--- src/rtl/layer_frame_sequencer.sv ---
// layer_frame_sequencer
//
// Frame-level controller in front of one positron layer and its
// memory-to-stream drain.  It cuts the DMA posit stream into frames of
// NB_UPSTREAM_POSITRON words, marks the first/last word of each frame
// towards the layer, holds off new input while a frame is accumulating or
// draining, and forwards the DMA end-of-transfer marker to the last result
// word of the same frame.
//
// Ports
//   clk, rst_n        clock, asynchronous active-low reset
//   s_rts_i/s_rtr_o   upstream valid/ready
//   s_eow_i           DMA last word (qualified by s_rts_i)
//   s_posit_i         upstream posit word
//   l_rts_o/l_rtr_i   valid/ready towards the layer
//   l_sow_o/l_eow_o   first/last word of frame (qualified by l_rts_o)
//   l_posit_o         posit word to the layer (straight wire)
//   l_done_i          layer accumulation finished, 1-cycle pulse
//   m_rts_i/m_rtr_i   drain handshake, monitored only
//   m_eow_o           tlast to downstream on the last drained word
//   busy_o            not idle
//   frame_cnt_o       completed frames, wraps at 2^16
//   err_short_o       sticky: DMA last word ended a frame early
//   err_early_o       sticky: l_done_i seen outside WAIT_ACC
module layer_frame_sequencer #(
    parameter int unsigned NB_UPSTREAM_POSITRON = 784,
    parameter int unsigned NB_POSITRON          = 20,
    parameter int unsigned POSIT_WIDTH          = 16
) (
    input  logic                   clk,
    input  logic                   rst_n,
    input  logic                   s_rts_i,
    output logic                   s_rtr_o,
    input  logic                   s_eow_i,
    input  logic [POSIT_WIDTH-1:0] s_posit_i,
    output logic                   l_rts_o,
    input  logic                   l_rtr_i,
    output logic                   l_sow_o,
    output logic                   l_eow_o,
    output logic [POSIT_WIDTH-1:0] l_posit_o,
    input  logic                   l_done_i,
    input  logic                   m_rts_i,
    input  logic                   m_rtr_i,
    output logic                   m_eow_o,
    output logic                   busy_o,
    output logic [15:0]            frame_cnt_o,
    output logic                   err_short_o,
    output logic                   err_early_o
);

    localparam int unsigned WCW = $clog2(NB_UPSTREAM_POSITRON + 1);
    localparam int unsigned OCW = $clog2(NB_POSITRON + 1);
    localparam logic [WCW-1:0] WC_LAST = WCW'(NB_UPSTREAM_POSITRON - 1);
    localparam logic [OCW-1:0] OC_LAST = OCW'(NB_POSITRON - 1);

    typedef enum logic [1:0] {IDLE, FEED, WAIT_ACC, DRAIN} state_t;

    state_t         state;
    logic [WCW-1:0] wc;
    logic [OCW-1:0] oc;
    logic           tlast_pend;

    logic accepting;
    logic accept;
    logic drain_hs;
    logic oc_last;

    assign accepting = (state == IDLE) || (state == FEED);
    assign s_rtr_o   = accepting & l_rtr_i;
    assign l_rts_o   = accepting & s_rts_i;
    assign l_posit_o = s_posit_i;
    assign accept    = s_rts_i & s_rtr_o;
    assign drain_hs  = m_rts_i & m_rtr_i;
    assign oc_last   = (oc == OC_LAST);

    assign l_sow_o = s_rts_i & (state == IDLE);
    assign l_eow_o = s_rts_i & accepting & ((wc == WC_LAST) | s_eow_i);
    assign m_eow_o = tlast_pend & (state == DRAIN) & oc_last;
    assign busy_o  = (state != IDLE);

    always_ff @(posedge clk or negedge rst_n) begin
        if (!rst_n) begin
            state       <= IDLE;
            wc          <= '0;
            oc          <= '0;
            tlast_pend  <= 1'b0;
            frame_cnt_o <= '0;
            err_short_o <= 1'b0;
            err_early_o <= 1'b0;
        end else begin
            if (l_done_i && (state != WAIT_ACC))
                err_early_o <= 1'b1;

            unique case (state)
                // IDLE and FEED share one path: wc is 0 in IDLE, so wc+1
                // gives the required 1 for the first word of a frame.
                IDLE, FEED: begin
                    if (accept) begin
                        if (s_eow_i)
                            tlast_pend <= 1'b1;
                        if (s_eow_i && (wc < WC_LAST))
                            err_short_o <= 1'b1;
                        if (l_eow_o) begin
                            wc    <= '0;
                            state <= WAIT_ACC;
                        end else begin
                            wc    <= wc + WCW'(1);
                            state <= FEED;
                        end
                    end
                end
                WAIT_ACC: begin
                    if (l_done_i) begin
                        oc    <= '0;
                        state <= DRAIN;
                    end
                end
                DRAIN: begin
                    if (drain_hs) begin
                        if (oc_last) begin
                            state       <= IDLE;
                            frame_cnt_o <= frame_cnt_o + 16'd1;
                            tlast_pend  <= 1'b0;
                        end else begin
                            oc <= oc + OCW'(1);
                        end
                    end
                end
                default: state <= IDLE;
            endcase
        end
    end

endmodule

--- config.mk ---
export PLATFORM = sky130hd
export DESIGN_NAME = layer_frame_sequencer
export DESIGN_NICKNAME = d
export VERILOG_FILES = /design/src/rtl/layer_frame_sequencer.sv
export SDC_FILE = /design/constraint.sdc
export NUM_CORES = 1
export LEC_CHECK = 0
export CAP_MARGIN = 20
export CORE_ASPECT_RATIO = 1.25
export CORE_MARGIN = 1.5
export CORE_UTILIZATION = 46
export DETAILED_ROUTE_END_ITERATION = 10
export PLACE_DENSITY = 0.87
export SLEW_MARGIN = 30
export SYNTH_ARGS = -nofsm -noshare
export SYNTH_HDL_FRONTEND = slang
export SYNTH_SLANG_ARGS = --single-unit
--- constraint.sdc ---
create_clock -name clk -period 2.1 [get_ports clk]
set_input_delay 0.63 -clock clk [delete_from_list [all_inputs] [get_ports clk]]
set_output_delay 0.63 -clock clk [all_outputs]
set_load 0.005 [all_outputs]
== Word-level counts from Yosys, hierarchy flattened ==
Cells that the tools add are included.

* Bits of input ports: 24
* Output and inout bits: 40
* Flip-flop bits (word level): 36
* Word-level logic and storage cells: 62

* Bitwise logic cells: 9
* Equality and inequality tests: 12
* Magnitude comparators: 1
* $add $sub $neg: 3
* Muxes and demuxes: 16
* Reductions and logical operators: 14

{| class="wikitable"
|+ Operators by type and width
! operator !! number
|-
| adder 16 x 1 -> 16 bit (second input constant) || 1
|-
| two-way mux 5 bit || 3
|-
| inequality test 2 bit (second input constant) || 7
|-
| adder 10 x 1 -> 10 bit (second input constant) || 1
|-
| == test 10 bit (second input constant) || 1
|-
| < comparator 10 bit (second input constant) || 1
|-
| two-way mux 10 bit || 1
|-
| two-way mux 2 bit || 5
|-
| one-hot mux 5 bit (2 select lines) || 1
|-
| bitwise AND 1 bit || 8
|-
| AND reduction 4 bit || 2
|-
| one-hot mux 2 bit (3 select lines) || 1
|-
| AND reduction 3 bit || 2
|-
| nonzero test 2 bit || 3
|-
| adder 5 x 1 -> 5 bit (second input constant) || 1
|-
| == test 5 bit (second input constant) || 1
|-
| AND reduction 5 bit || 1
|-
| == test 2 bit (second input constant) || 2
|-
| two-way mux 1 bit || 4
|-
| == test 2 x 1 -> 1 bit (second input constant) || 1
|-
| logical AND 1 bit || 2
|-
| zero test 2 bit || 1
|-
| one-hot mux 1 bit (2 select lines) || 1
|-
| AND reduction 2 bit || 1
|-
| 3 further kinds || 3
|}

== Depth between registers and ports, before layout ==
Gate-level depths: netlist (run 1).

* Depth after elaboration: 7
* Depth in mapped cells: 5
* Gate-level depth less buffers: 5

== Least setup slack after synthesis (run 1) ==
No wires, ideal clock.

* Path kind: flip-flop to output port
* Start point: reg oc[0]
* End point: out m_eow_o
* Data required time: 1470 ps
* Buffers on the path: 0
* Path slack: 315 ps
* Arrival time: 1155 ps
* Cell stages (with the launch flop): 5
* Cells stage by stage: dfrtp_1 > ha_1 > nand4bb_4 > nor2_1 > and2_1

* Longest elaborated chain between the ends: 2

{| class="wikitable"
|+ RTL lines
! what !! RTL line !! text
|-
| start: declaration || 60 || <nowiki>logic [OCW-1:0] oc;</nowiki>
|-
| start signal: assignment || 125 || <nowiki>oc <= oc + OCW'(1);</nowiki>
|-
| == test 5 bit || 74 || <nowiki>assign oc_last = (oc == OC_LAST);</nowiki>
|-
| bitwise AND 1 bit || 78 || <nowiki>assign m_eow_o = tlast_pend & (state == DRAIN) & oc_last;</nowiki>
|-
| end: declaration || 44 || <nowiki>output logic m_eow_o,</nowiki>
|}

No other way between the ends.

== Worst setup path in the final report (run 1) ==
* Start point: reg wc[4]
* End point: out l_eow_o

* Longest elaborated chain between the ends: 3

{| class="wikitable"
|+ RTL lines
! what !! RTL line !! text
|-
| start: declaration || 59 || <nowiki>logic [WCW-1:0] wc;</nowiki>
|-
| start signal: assignment || 107 || <nowiki>wc <= wc + WCW'(1);</nowiki>
|-
| == test 10 bit || 77 || <nowiki>assign l_eow_o = s_rts_i & accepting & ((wc == WC_LAST) | s_eow_i);</nowiki>
|-
| OR 1 bit || 77 ||
|-
| bitwise AND 1 bit || 77 ||
|-
| end: declaration || 39 || <nowiki>output logic l_eow_o,</nowiki>
|}

No other way between the ends.

==> impl_metrics.env, run 1 <==
export IMPL_syn_mean_instance_area_um2=10.3
export IMPL_synth_cell_types=41
export IMPL_synth_area_um2=1940
export IMPL_synth_simple_area_share_pct=25.9
export IMPL_drc=0
export IMPL_ys_seq_area_share_pct=46.5
export IMPL_clock_sinks=36
export IMPL_failed_checks="negative setup slack"
export IMPL_place_inst=286
export IMPL_vias=1560
export IMPL_wl_per_cell_um=14.4
export IMPL_setup_ws_ns=-0.0250
export IMPL_synth_compound_area_share_pct=6.39
export IMPL_cts_tree="yes"
export IMPL_min_delay_start="err_early_o"
export IMPL_skew_ns=0.00773
export IMPL_initial_core_util_pct=47.7
export IMPL_hold_viol_final=0
export IMPL_synth_top_family_by_area="simple AND/OR/NAND/NOR gates"
export IMPL_firstDrtPassIters=4
export IMPL_timing_rr_end="frame_cnt_o[11]"
export IMPL_ys_warn_count=0
export IMPL_htreeDepth=2
export IMPL_grt_pass1_wl_um=6870
export IMPL_drive_above_1_share_pct=26.9
export IMPL_hp_class="reg -> reg"
export IMPL_synth_area_mux_share_pct=1.16
export IMPL_fin_crit_ns=2.12
export IMPL_worstSkewPairLatency_ns=0.30
export IMPL_num_nets_final=271
export IMPL_worstHoldPathCells=1
export IMPL_viasPerCell=5.18
export IMPL_n_antenna_cell=0
export IMPL_rr_worst_depth=7
export IMPL_rsz0062_at_grt="yes"
export IMPL_whs_endpoint="err_early_o"
export IMPL_die_x_um=61.1
export IMPL_grt_pass1_vias=1545
export IMPL_area_delta_synth_final_pct=33.6
export IMPL_io_buffer_count=31
export IMPL_core_area_um2=4070
export IMPL_ys_flop_type="dfrtp_1"
export IMPL_synth_edf_count=0
export IMPL_postLayoutCoreUtil_pct=63.7
export IMPL_grt_use_total_pct=20.3
export IMPL_r2r_start="oc[1]"
export IMPL_routed_wl_um=4320
export IMPL_die_y_um=75.6
export IMPL_syn_inst=189
export IMPL_clockRootBuffer="clkbuf_8"
export IMPL_syn_num_nets=216
export IMPL_tightest_slew_ns=0.454
export IMPL_ys_ff_latch=36
export IMPL_stdcell_count=301
export IMPL_gp_congestion=0.886
export IMPL_dieArea_um2=4620
export IMPL_grt_max_degree=37
export IMPL_critPathLaunchType="flop"
export IMPL_final_setup_viol_count=1
export IMPL_maxCapViolations=0
export IMPL_overflow=0
export IMPL_cp_arrival_ns=1.49
export IMPL_worst_setup_path_end_kind="output pin"
export IMPL_cts_inserted_buffers=5
export IMPL_drv_slew=0
export IMPL_async_reset_ff_share_pct=100
export IMPL_leakage_nw=1.15
export IMPL_synthAdderAreaFrac_pct=1.94
export IMPL_dp_hpwl_um=2970
export IMPL_io_pins=64
export IMPL_r2r_setup_slack_ns=0.38
export IMPL_place_ws_ns=-0.367
export IMPL_antenna_found_initial=0
export IMPL_fmax_mhz=471
export IMPL_critPathKind="reg -> out"
export IMPL_cts_buffer_depth=2
export IMPL_fp_row_count=26
export IMPL_max_vdd_ir_drop_mv=0.517
export IMPL_drt_iter0_drc=85
export IMPL_status="complete, but fails checks"
export IMPL_path_clk_slew_ns=0.07
export IMPL_critical_path_peak_fanout=2
export IMPL_cellPowerDensity_nw_per_um2=733
export IMPL_timing_final_crit_share_pct=101
export IMPL_final_antenna_net_count=0
export IMPL_slew_headroom_pct=69.8
export IMPL_critical_path_required_ns=1.47
export IMPL_synth_xor_area_share_pct=10.4
[stage by stage]
step,hold slack [ns],cell area [µm²],TNS [ns],power [mW]
finish,0.481,2590,-0.0250,1.90
detailed placement,0.459,2400,-1.65,1.24
CTS,0.479,2570,-0.0703,1.90
global placement,0.449,2400,-1.32,1.23
global route,0.505,2590,-0.104,2.01
floorplan,0.334,1940,0,1.05
[layout make-up]
class                   count  area [µm²]
repair buffers             68         564
clock buffers               5        68.8
fillers                   338        1480
inverters                   3        11.3
well taps                  56        70.1
multi-input cells         130         932
clock inverters             3        42.5
flip-flops and latches     36         902
[where the power goes]
group / internal (mW) / switching, mW
sequential: 0.770 / 0.0597
combinational: 0.258 / 0.208
clock: 0.351 / 0.254
[worst max-delay path, cell delays in order, from the launching register on]
cell and delay (ns):
dfrtp_1 0.39, nor4_2 0.30, buf_4 0.17, a41oi_4 0.12
nor2_1 0.10, buf_2 0.11
[sequential cells by signal, indices dropped and copies added, names as in the netlist]
name	cells
state	2
err_short_o	1
frame_cnt_o	16
err_early_o	1
wc	10
tlast_pend	1
oc	5
[how the worst max path moves through the flow]
stage                     startpoint       to  slack, ns  depth (start not counted)
after detailed placement     s_rts_i  l_sow_o      -0.37                          4
final                          wc[4]  l_eow_o      -0.02                          5
after global placement       s_eow_i  l_eow_o      -0.34                          4
after CTS                      wc[7]  l_eow_o      -0.07                          5
after floorplan                oc[0]  m_eow_o       0.32                          4
after global routing           wc[4]  l_eow_o      -0.10                          5
[synthesized netlist by cell type, types with 3 or more instances]
| library cell | n | area [µm²] |
|---|---|---|
| dfrtp_1 | 36 | 901 |
| nor2_1 | 16 | 60.1 |
| nand4_1 | 8 | 50.1 |
| nand2b_1 | 3 | 18.8 |
| ha_1 | 3 | 37.5 |
| nor3_1 | 3 | 15.0 |
| xnor2_1 | 18 | 158 |
| xor2_1 | 5 | 43.8 |
| and3_1 | 5 | 31.3 |
| nand2_1 | 17 | 63.8 |
| nand3_1 | 10 | 50.1 |
| nor4_1 | 4 | 25.0 |
| inv_1 | 3 | 11.3 |
| buf_4 | 17 | 128 |
| o21ai_0 | 7 | 35.0 |
[repair_timing]
| action | 4_1_cts | 5_1_grt |
|---|---|---|
| pin swaps | 5 | 3 |
| buffers inserted | 5 | 2 |
| resized for setup | 24 | 3 |
| endpoints found under the setup margin | 6 | 2 |
| hold buffers | 0 | 0 |
[cells by family (layout without fill, tap and decap cells)]
logic type / count (synthesis) / in the layout
adders and majority gates: 3 / 3
AOI/OAI and AO/OA: 18 / 18
xor gates and xnor gates: 23 / 23
buffers and inverters: 23 / 79
and+or+nand+nor: 84 / 84
DFF: 36 / 36
muxes: 2 / 2
[cells in the final DEF, fill, tap and decap left out, types with 2 or more instances in the layout]
cell	count
buf_4	37
dfrtp_1	35
clkdlybuf4s50_1	24
xnor2_1	18
nand2_1	17
nor2_1	15
nand3_1	10
nand4_1	8
o21ai_0	7
xor2_1	5
clkbuf_8	5
and3_1	4
nand2b_1	3
inv_1	3
nor4_1	3
nor3_1	3
dlygate4sd2_1	3
buf_2	3
nor2b_1	2
a21oi_1	2
o211ai_1	2
nor4_4	2
and4_1	2
mux2_2	2
a21o_1	2
ha_1	2
[metal layers]
layer / global-route usage (%) / routed length (µm)
met5: 0 / 0
met4: 10.1 / 76
met2: 34.2 / 2250
met1: 23.7 / 1750
met3: 5.09 / 243
No activity file was read; power rests on OpenSTA's default activity.
==> run 2, diff against run 1 <==
--- a/config.mk
+++ b/config.mk
@@ -6,11 +6,13 @@
 export NUM_CORES = 1
 export LEC_CHECK = 0
 export CAP_MARGIN = 20
+export CELL_PAD_IN_SITES_DETAIL_PLACEMENT = 0
+export CELL_PAD_IN_SITES_GLOBAL_PLACEMENT = 1
 export CORE_ASPECT_RATIO = 1.25
 export CORE_MARGIN = 1.5
-export CORE_UTILIZATION = 46
+export CORE_UTILIZATION = 34
 export DETAILED_ROUTE_END_ITERATION = 10
-export PLACE_DENSITY = 0.87
+export PLACE_DENSITY = 0.75
 export SLEW_MARGIN = 30
 export SYNTH_ARGS = -nofsm -noshare
 export SYNTH_HDL_FRONTEND = slang
==> run 2 against run 1 <==
  * Sequential cell count unchanged
  * Critical path type unchanged
  * Cell area up 0.63%
  * Cell count increased by 4.7%
  * Highest routed layer unchanged
  * Clock skew is 0.0021 ns lower
  * Setup slack better by 0.055 ns
  * The flow now finishes without violations
==> impl_metrics.env, run 2 (synthesis gave the netlist of run 1 again) <==
export IMPL_status="completed"
export IMPL_combPwrFrac_pct=26.9
export IMPL_grt_pass1_wl_um=7110
export IMPL_fmax_mhz=483
export IMPL_final_common_cell="buf_4"
export IMPL_cts_inserted_buffers=5
export IMPL_largest_reg_flops=16
export IMPL_wl_per_cell_um=13.2
export IMPL_skew_ns=0.00561
export IMPL_die_x_um=70.6
export IMPL_seq_power_share_pct=46.7
export IMPL_firstDrtPassIters=4
export IMPL_min_delay_start="err_early_o"
export IMPL_fp_row_count=30
export IMPL_path_clk_slew_ns=0.08
export IMPL_n_antenna_cell=0
export IMPL_rsz0062_at_grt="yes"
export IMPL_drv_slew=0
export IMPL_dpl_cell_area_um2=2470
export IMPL_r2r_start="oc[1]"
export IMPL_regMostFlops="frame_cnt_o"
export IMPL_drc=0
export IMPL_routed_wl_um=4160
export IMPL_worstHoldPathCells=1
export IMPL_die_y_um=87.4
export IMPL_cts_buffer_depth=2
export IMPL_drive_above_1_share_pct=28.3
export IMPL_max_vdd_ir_drop_mv=0.315
export IMPL_clockRootBuffer="clkbuf_8"
export IMPL_grt_pass1_vias=1538
export IMPL_p_int_mw=1.26
export IMPL_hold_viol_final=0
export IMPL_r2r_setup_slack_ns=0.27
export IMPL_final_cell_mix="buf_4 (43), dfrtp_1 (36), clkdlybuf4s50_1 (23)"
export IMPL_timing_final_crit_share_pct=98.6
export IMPL_slew_headroom_pct=67.7
export IMPL_hold_buffers=0
export IMPL_worst_setup_path_end_kind="output pin"
export IMPL_area_delta_synth_final_pct=34.5
export IMPL_initial_core_util_pct=35.4
export IMPL_p_sw_share_pct=27.9
export IMPL_maxCapViolations=0
export IMPL_switching_power_mw=0.489
export IMPL_htreeDepth=2
export IMPL_cellPowerDensity_nw_per_um2=671
export IMPL_dieArea_um2=6170
export IMPL_clkPwrFrac_pct=26.4
export IMPL_timing_rr_end="frame_cnt_o[13]"
export IMPL_grt_max_degree=37
export IMPL_rr_worst_depth=8
export IMPL_fin_area_um2=2610
export IMPL_vias=1532
export IMPL_critPathKind="reg -> out"
export IMPL_cp_arrival_ns=1.44
export IMPL_setup_tns_ns=0
export IMPL_tightest_slew_ns=0.484
export IMPL_worstSkewPairLatency_ns=0.28
export IMPL_dp_hpwl_um=2960
export IMPL_leakage_nw=1.18
export IMPL_critical_path_required_ns=1.47
export IMPL_overflow=0
export IMPL_core_area_um2=5480
export IMPL_drt_iter0_drc=40
export IMPL_gp_congestion=0.739
export IMPL_clock_sinks=36
export IMPL_antenna_found_initial=0
export IMPL_io_pins=64
export IMPL_final_setup_viol_count=0
export IMPL_grt_use_total_pct=14.6
export IMPL_whs_endpoint="err_early_o"
export IMPL_cts_tree="yes"
export IMPL_viasPerCell=4.86
export IMPL_critical_path_peak_fanout=2
export IMPL_hp_class="reg -> reg"
export IMPL_reg_top3="frame_cnt_o x16, wc x10, oc x5"
export IMPL_num_nets_final=278
export IMPL_io_buffer_count=31
export IMPL_final_antenna_net_count=0
export IMPL_fin_crit_ns=2.07
export IMPL_critPathLaunchType="flop"
## run 2: power by group through the flow
| stage | Sequential, mW | Clock (mW) | Combinational, mW |
|---|---|---|---|
| floorplan | 0.838 | 0 | 0.216 |
| global placement | 0.828 | 0 | 0.428 |
| detailed placement | 0.832 | 0 | 0.433 |
| CTS | 0.816 | 0.483 | 0.457 |
| global route | 0.823 | 0.515 | 0.521 |
| finish | 0.817 | 0.462 | 0.471 |
## run 2: worst max path at each step
stage | start | to | slack [ns] | cells past startpoint
3_5_place_dp | s_rts_i | l_eow_o | -0.34 | 4
4_1_cts | wc[7] | l_eow_o | -0.08 | 5
6_report | wc[4] | l_eow_o | 0.03 | 5
2_1_floorplan | oc[0] | m_eow_o | 0.32 | 4
5_1_grt | wc[4] | l_eow_o | -0.05 | 5
3_3_place_gp | s_rts_i | l_eow_o | -0.32 | 4
## run 2: per-stage QoR
step	utilization, %	instances	setup WS (ns)	total power [mW]	hold slack [ns]
2_1_floorplan	-	189	0.315	1.05	0.334
3_5_place_dp	45.2	302	-0.344	1.26	0.453
5_1_grt	47.6	315	-0.0463	1.86	0.483
3_3_place_gp	45.2	302	-0.321	1.26	0.441
6_report	47.6	315	0.0296	1.75	0.466
4_1_cts	47.4	313	-0.0794	1.76	0.469
## run 2: area by class of cell
| class | count | area, µm² |
|---|---|---|
| Clock inverter | 1 | 5.00 |
| Inverter | 3 | 11.3 |
| Multi-Input combinational cell | 130 | 918 |
| Timing Repair Buffer | 75 | 619 |
| Sequential cell | 36 | 901 |
| Tap cell | 64 | 80.1 |
| Clock buffer | 6 | 72.6 |
| Fill cell | 536 | 2870 |
## run 2: worst max-delay path: stages, from the launching register on
cell	delay, ns
dfrtp_1	0.40
nor4_2	0.27
buf_4	0.16
a41oi_2	0.11
nor2_1	0.11
buf_2	0.11
## run 2: timing repair
item                                    CTS  global route
buffers inserted                          4             2
resized for setup                        19             8
pin swaps                                 5             3
endpoints found under the setup margin    6             4
## run 2: metal layers
| layer | routed length (µm) | track usage [%] | part of all wire, % | up-vias |
|---|---|---|---|---|
| li1 | - | - | - | 771 |
| met1 | 1900 | 17.8 | 46 | 732 |
| met2 | 2040 | 25.0 | 49 | 25 |
| met3 | 176 | 2.89 | 4.2 | 4 |
| met4 | 46 | 6.17 | 1.1 | 0 |
| met5 | 0 | 0 | 0 | - |
==> run 3, diff against run 2 <==
--- a/config.mk
+++ b/config.mk
@@ -8,7 +8,7 @@
 export CAP_MARGIN = 20
 export CELL_PAD_IN_SITES_DETAIL_PLACEMENT = 0
 export CELL_PAD_IN_SITES_GLOBAL_PLACEMENT = 1
-export CORE_ASPECT_RATIO = 1.25
+export CORE_ASPECT_RATIO = 1.2
 export CORE_MARGIN = 1.5
 export CORE_UTILIZATION = 34
 export DETAILED_ROUTE_END_ITERATION = 10
==> run 3 against run 2 <==
  * Via count rose by 2.5%
  * Non-clock buffer count rose by 2
  * Cell count rose by 0.32%
  * Total power rose by 13%
  * Setup slack improved by 0.0051 ns
  * Critical path depth did not move
  * Critical endpoint unchanged
  * Largest cell class unchanged
==> impl_metrics.env, run 3 (synthesis gave the netlist of run 1 again) <==
export IMPL_overflow=0
export IMPL_grt_max_degree=37
export IMPL_clockRootBuffer="clkbuf_8"
export IMPL_place_ws_ns=-0.410
export IMPL_r2r_setup_slack_ns=0.28
export IMPL_routed_wl_um=4290
export IMPL_drc=0
export IMPL_hp_class="reg -> reg"
export IMPL_num_nets_final=280
export IMPL_die_x_um=71.9
export IMPL_critical_path_peak_fanout=2
export IMPL_die_y_um=85.7
export IMPL_drive_above_1_share_pct=29.9
export IMPL_firstDrtPassIters=6
export IMPL_rr_worst_depth=8
export IMPL_final_setup_viol_count=0
export IMPL_fin_crit_ns=2.07
export IMPL_worstHoldPathCells=1
export IMPL_cts_buffer_depth=2
export IMPL_max_vdd_ir_drop_mv=0.353
export IMPL_fp_row_count=29
export IMPL_reg_top3="frame_cnt_o x16, wc x10, oc x5"
export IMPL_worstSkewPairLatency_ns=0.29
export IMPL_dieArea_um2=6170
export IMPL_final_antenna_net_count=0
export IMPL_whs_endpoint="err_early_o"
export IMPL_n_antenna_cell=0
export IMPL_regMostFlops="frame_cnt_o"
export IMPL_tightest_slew_ns=0.462
export IMPL_hold_buffers=0
export IMPL_drv_slew=0
export IMPL_io_buffer_count=31
export IMPL_final_common_cell="buf_4"
export IMPL_min_delay_start="err_early_o"
export IMPL_io_pins=64
export IMPL_critPathLaunchType="flop"
export IMPL_path_clk_slew_ns=0.07
export IMPL_timing_rr_end="frame_cnt_o[8]"
export IMPL_cp_arrival_ns=1.44
export IMPL_final_cell_mix="buf_4 (45), dfrtp_1 (36), clkdlybuf4s50_1 (23)"
export IMPL_rsz0062_at_grt="yes"
export IMPL_wl_per_cell_um=13.6
export IMPL_critical_path_required_ns=1.47
export IMPL_dp_hpwl_um=2950
export IMPL_worst_setup_path_end_kind="output pin"
export IMPL_cellPowerDensity_nw_per_um2=737
export IMPL_grt_use_total_pct=15.4
export IMPL_gp_congestion=0.751
export IMPL_r2r_start="oc[0]"
export IMPL_grt_pass1_wl_um=7350
export IMPL_slew_headroom_pct=69.2
export IMPL_postLayoutCoreUtil_pct=49.8
export IMPL_maxCapViolations=0
export IMPL_hold_viol_final=0
export IMPL_viasPerCell=4.97
export IMPL_core_area_um2=5410
export IMPL_leakage_nw=1.23
export IMPL_drt_iter0_drc=80
export IMPL_area_delta_synth_final_pct=39.0
export IMPL_cts_inserted_buffers=5
export IMPL_setup_ws_ns=0.0348
export IMPL_timing_final_crit_share_pct=98.3
export IMPL_vias=1570
export IMPL_whs_ns=0.466
export IMPL_place_inst=298
export IMPL_critPathKind="reg -> out"
export IMPL_htreeDepth=2
export IMPL_skew_ns=0.00415
export IMPL_largest_reg_flops=16
export IMPL_cts_tree="yes"
export IMPL_fmax_mhz=484
export IMPL_status="completed"
export IMPL_grt_pass1_vias=1578
export IMPL_antenna_found_initial=0
export IMPL_stdcell_count=316
export IMPL_initial_core_util_pct=35.9
export IMPL_clock_sinks=36
[run 3: critical path: stages, from the launching register on]
cell     delay (ns)
dfrtp_1        0.39
ha_2           0.20
and3_4         0.17
a41oi_4        0.20
nor2_1         0.06
buf_2          0.12
[run 3: routing by layer]
layer | global-route usage [%] | up-vias | share of wire, % | wire length, µm
met3 | 3.64 | 8 | 4.9 | 209
met2 | 25.3 | 45 | 48 | 2060
met1 | 18.8 | 745 | 45 | 1930
met4 | 7.55 | 0 | 2.1 | 89
met5 | 0 | - | 0 | 0
li1 | - | 772 | - | -
[run 3: repair_timing]
| item | 4_1_cts | 5_1_grt |
|---|---|---|
| gates cloned | 0 | 0 |
| endpoints found under the hold margin | 0 | 0 |
| endpoints found under the setup margin | 6 | 4 |
| resized for setup | 19 | 11 |
| setup buffers | 5 | 5 |
| pin swaps | 5 | 8 |
[run 3: final cells by class]
cell class              instances  area, µm²
fillers                       514       2710
repair buffers                 77        642
well taps                      62       77.6
clock inverters                 1       30.0
clock buffers                   7       96.3
multi-input cells             130        937
inverters                       3       11.3
flip-flops and latches         36        901
[run 3: stage by stage]
stage          total power [mW]  instance area [µm²]  TNS [ns]
5_1_grt                    2.11                 2700   -0.0348
3_5_place_dp               1.26                 2460     -1.56
2_1_floorplan              1.05                 1940         0
4_1_cts                    1.98                 2640    -0.116
6_report                   1.99                 2700         0
3_3_place_gp               1.25                 2460     -1.45
[run 3: worst max path at each step]
| stage | start | end | cells past startpoint |
|---|---|---|---|
| detailed placement | s_rts_i | l_sow_o | 4 |
| CTS | wc[7] | l_eow_o | 5 |
| finish | wc[1] | l_eow_o | 5 |
| global placement | s_rts_i | l_sow_o | 4 |
| floorplan | oc[0] | m_eow_o | 4 |
| global route | wc[1] | l_eow_o | 5 |
[run 3: report_power, final]
part	total, mW	switching (mW)	leakage, nW	internal [mW]
Clock	0.673	0.254	0.0645	0.419
Sequential	0.826	0.0578	0.470	0.769
Combinational	0.486	0.211	0.695	0.275
Total	1.99	0.523	1.23	1.46
